<file path="src/rtl/pnseq_sat_cnt.sv">
// Saturating up-counter with synchronous clear; clear has priority over enable.
module pnseq_sat_cnt #(
    parameter int W = 32
) (
    input  logic         clk,
    input  logic         rst_n,
    input  logic         clr,
    input  logic         en,
    output logic [W-1:0] cnt
);

    always_ff @(posedge clk or negedge rst_n) begin
        if (!rst_n) begin
            cnt <= '0;
        end else if (clr) begin
            cnt <= '0;
        end else if (en && (cnt != '1)) begin
            cnt <= cnt + W'(1);
        end
    end

endmodule

</file>
<file path="config.mk">
export PLATFORM = sky130hd
export DESIGN_NAME = pnseq_sat_cnt
export DESIGN_NICKNAME = d
export VERILOG_FILES = /design/src/rtl/pnseq_sat_cnt.sv
export SDC_FILE = /design/constraint.sdc
export NUM_CORES = 1
export LEC_CHECK = 0
export ABC_AREA = 1
export BUFFER_PORTS_ARGS = -buffer_cell sky130_fd_sc_hd__buf_2
export CAP_MARGIN = 20
export CELL_PAD_IN_SITES_DETAIL_PLACEMENT = 0
export CELL_PAD_IN_SITES_GLOBAL_PLACEMENT = 1
export CORE_MARGIN = 5
export CORE_UTILIZATION = 30
export CTS_BUF_LIST = sky130_fd_sc_hd__clkbuf_2 sky130_fd_sc_hd__clkbuf_4 sky130_fd_sc_hd__clkbuf_8
export CTS_CLUSTER_SIZE = 40
export DETAILED_ROUTE_END_ITERATION = 6
export PLACE_DENSITY = 0.62
export SYNTH_ARGS = -nofsm -noshare
export SYNTH_HDL_FRONTEND = slang
export SYNTH_SLANG_ARGS = --single-unit
</file>
<file path="constraint.sdc">
create_clock -name clk -period 3.9 [get_ports clk]
set_input_delay 0.78 -clock clk [delete_from_list [all_inputs] [get_ports clk]]
set_output_delay 0.78 -clock clk [all_outputs]
set_load 0.1 [all_outputs]
</file>
==> flow_metrics.py <==
metrics = {
    "pwr": {
        "power_density_nw_per_um2": 256.2,
        "p_switching_mw": 0.1807,
        "power_mw": 0.6632,
        "p_int_mw": 0.4825,
        "power.leakage_nw": 1.280,
        "peakVddDrop_v": 0.0001034,
        "sw_frac_of_total_pct": 27.25,
        "combinationalPowerShare_pct": 7.7,
        "clkPwrFrac_pct": 41.7,
        "seqPwrFrac_pct": 50.6,
    },
    "logic_synthesis": {
        "yosysTopAreaCell": "dfrtp_1",
        "ys_seq_area_share_pct": 35.69,
        "synth_compound_area_share_pct": 4.350,
        "synth_cells": 345,
        "synthesis.nets": 350,
        "syn_area_per_cell_um2": 6.503,
        "synth_fa_ha_area_share_pct": 0.5577,
        "synth_top_area_share_pct": 35.69,
        "synth_seq_cells": 32,
        "synth.area.top_cells": "dfrtp_1, nand2_1, nor2_1, nand3_1, inv_1",
        "synthSimpleGateAreaFrac_pct": 47.96,
        "yosys.area_share.xor_xnor_pct": 3.514,
        "ys_warn_count": 0,
        "synth_area_um2": 2243,
        "synthMuxAreaShare_pct": 0,
        "yosysUniqueCellTypes": 26,
        "synth_top_family_by_area": "simple AND/OR/NAND/NOR gates",
    },
    "timing": {
        "fin_tns_setup_ns": 0,
        "hold_violations": 0,
        "finalSetupViolations": 0,
        "min_period_over_period_pct": 55.29,
        "fin_skew_ns": 0.004646,
        "slew-limit-headroom_pct": 50.63,
        "max_freq_mhz": 463.8,
        "period_minus_slack_ns": 2.156,
        "finalMaxSlewViolations": 0,
        "rsz0062_at_grt": "no",
        "worstMarginPinSlew_ns": 0.7405,
    },
    "floorplan": {
        "die-area_um2": 9307,
        "io_pins": 36,
        "core_area_um2": 7253,
        "die_x_um": 96.48,
        "rows": 31,
        "die_h_um": 96.48,
        "start_util_pct": 30.93,
    },
    "grt": {
        "grtUsageTotal_pct": 15.45,
        "globalRoute.totalOverflow": 0,
        "grt_max_degree": 33,
        "antenna_found_initial": 0,
        "grt_pass1_vias": 2168,
        "grt_pass1_wl_um": 11050,
    },
    "finish": {
        "n_antenna_cell": 0,
        "largest_registers": "cnt x32",
        "nets": 386,
        "regMostFlops": "cnt",
        "syn_to_final_growth_pct": 15.39,
        "drive_above_1_share_pct": 16.23,
        "largest_reg_flops": 32,
    },
    "clocking": {
        "cts-htree-levels": 2,
        "cts.root.buffer_cell": "clkbuf_8",
        "clockBufferDepth": 2,
        "numClockSinks": 32,
        "cts_inserted_buffers": 5,
        "clk_pin_slew_ns": 0.07,
        "clk_latency_ns": 0.29,
        "postCtsSetupBuffers": 0,
        "post_cts_resized": 0,
        "cts_tree": "built",
        "cts_hold_buf": 0,
    },
    "setup_path": {
        "worstPathMaxFanout": 21,
        "arrival_ns": 2.38,
        "worstSetupEndpointType": "register",
        "worst-endpoint-required_ns": 4.13,
        "reg2reg_depth": 11,
        "start_kind": "register",
        "critPathKind": "register to register",
    },
    "placement": {
        "dp_hpwl_um": 4868,
        "place_congestion": 0.7856,
        "portBuffers": 35,
    },
    "routing": {
        "drc_errors": 0,
        "dr.first_iter.drc_count": 112,
        "wl_met1_um": 3157,
        "met3WireLength_um": 216,
        "routed_wl_um": 6515,
        "dr_wl_met2_um": 3072,
        "routedWlPerCell_um": 13.54,
        "highest_layer": "met4",
        "antenna_left": 0,
        "vias": 2200,
        "drt_pre_antenna_iters": 4,
        "vias_per_cell": 4.574,
    },
    "worst_hold_path": {
        "min_path_type": "input port to async pin",
    },
    "run_status": {
        "status": "finished, final reports clean",
    },
    "run": {
        "cap_violations": 0,
    },
}
## path summary, 6_finish.rpt
check | start | end | slack [ns]
setup / recovery | cnt[1] | cnt[28] | 1.74
hold reg to reg | cnt[31] | cnt[31] | 0.57
max in group asynchronous | rst_n | cnt[5] | 2.87
min in group clk | cnt[31] | cnt[31] | 0.57
setup reg to reg | cnt[1] | cnt[28] | 1.74
hold / removal | rst_n | cnt[8] | 0.55
## power by group through the flow
stage | Clock, mW | Combinational, mW | Sequential (mW)
finish | 0.277 | 0.0509 | 0.336
floorplan | 0 | 0.0236 | 0.355
CTS | 0.285 | 0.0524 | 0.336
global route | 0.303 | 0.0561 | 0.336
detailed placement | 0 | 0.0521 | 0.342
global placement | 0 | 0.0522 | 0.342
## routing by layer
| metal | vias to the layer above | global-route usage [%] |
|---|---|---|
| met5 | - | 0 |
| met4 | 0 | 3.855 |
| met3 | 5 | 2.711 |
| met2 | 32 | 25.29 |
| met1 | 1006 | 21.10 |
| li1 | 1157 | - |
## per-stage QoR
stage	cell area [um^2]	setup slack (ns)	hold WS (ns)	cells	utilization (%)
2_1_floorplan	2243	1.486	0.4844	345	-
3_3_place_gp	2496	1.736	0.5383	473	34.41
6_report	2589	1.744	0.5453	481	35.69
4_1_cts	2589	1.710	0.5741	481	35.69
5_1_grt	2589	1.467	0.6172	481	35.69
3_5_place_dp	2496	1.720	0.5536	473	34.41
## layout make-up
cell class,instances,area [um^2]
timing repair buffer,37,190.2
clock buffer,6,82.58
fill,814,4664
clock inverter,2,10.01
sequential,32,800.8
inverter,31,116.4
tap,99,123.9
multi-input combinational,274,1265
## Yosys cell counts
library cell and n:
buf_1 1, nand2_8 1, a21oi_1 4, nor2_1 52, inv_1 29, nor2_4 2
clkbuf_1 2, inv_2 2, xnor2_1 4, a22oi_1 1, buf_2 1, nand4_1 8
nand2_4 3, buf_6 4, xor2_1 5, nand3_1 34, o21ai_0 4, nor2_8 1
dfrtp_1 32, nand3b_1 1, or2_2 1, nand2_1 135, nand2_2 3, nor2_2 4
ha_1 1, o21ai_1 10
## cells by family (layout without fill, tap and decap cells)
group                      after synthesis  in the layout
adders and majority gates                1              1
DFF                                     32             32
buffers and inverters                   39             76
and+or+nand+nor                        245            245
AOI/OAI and AO/OA                       19             19
xor gates and xnor gates                 9              9
## worst max-delay path, cell delays in order, from the launching register on
cell	delay (ns)
dfrtp_1	0.41
ha_1	0.22
nand2_2	0.09
nor2_4	0.21
nand2_4	0.13
nor2_8	0.17
nand2_4	0.08
nand2_8	0.10
nand2_4	0.15
inv_2	0.34
nand2_1	0.09
nand2_1	0.08
## layout by cell type (no fill, tap or decap)
cell and count:
o21ai_1 10, nand3_1 34, o21ai_0 4, inv_2 2, xor2_1 5, nor2_8 1, nand2_8 1, nand2_2 3
nand3b_1 1, nand2_1 135, a21oi_1 4, clkbuf_8 6, ha_1 1, nor2_4 2, nor2_1 52, dfrtp_1 32
buf_2 35, inv_1 29, buf_4 2, clkinv_2 2, nand4_1 8, a22oi_1 1, nor2_2 4, or2_2 1
xnor2_1 4, nand2_4 3
No activity file was read; power rests on OpenSTA's default activity.
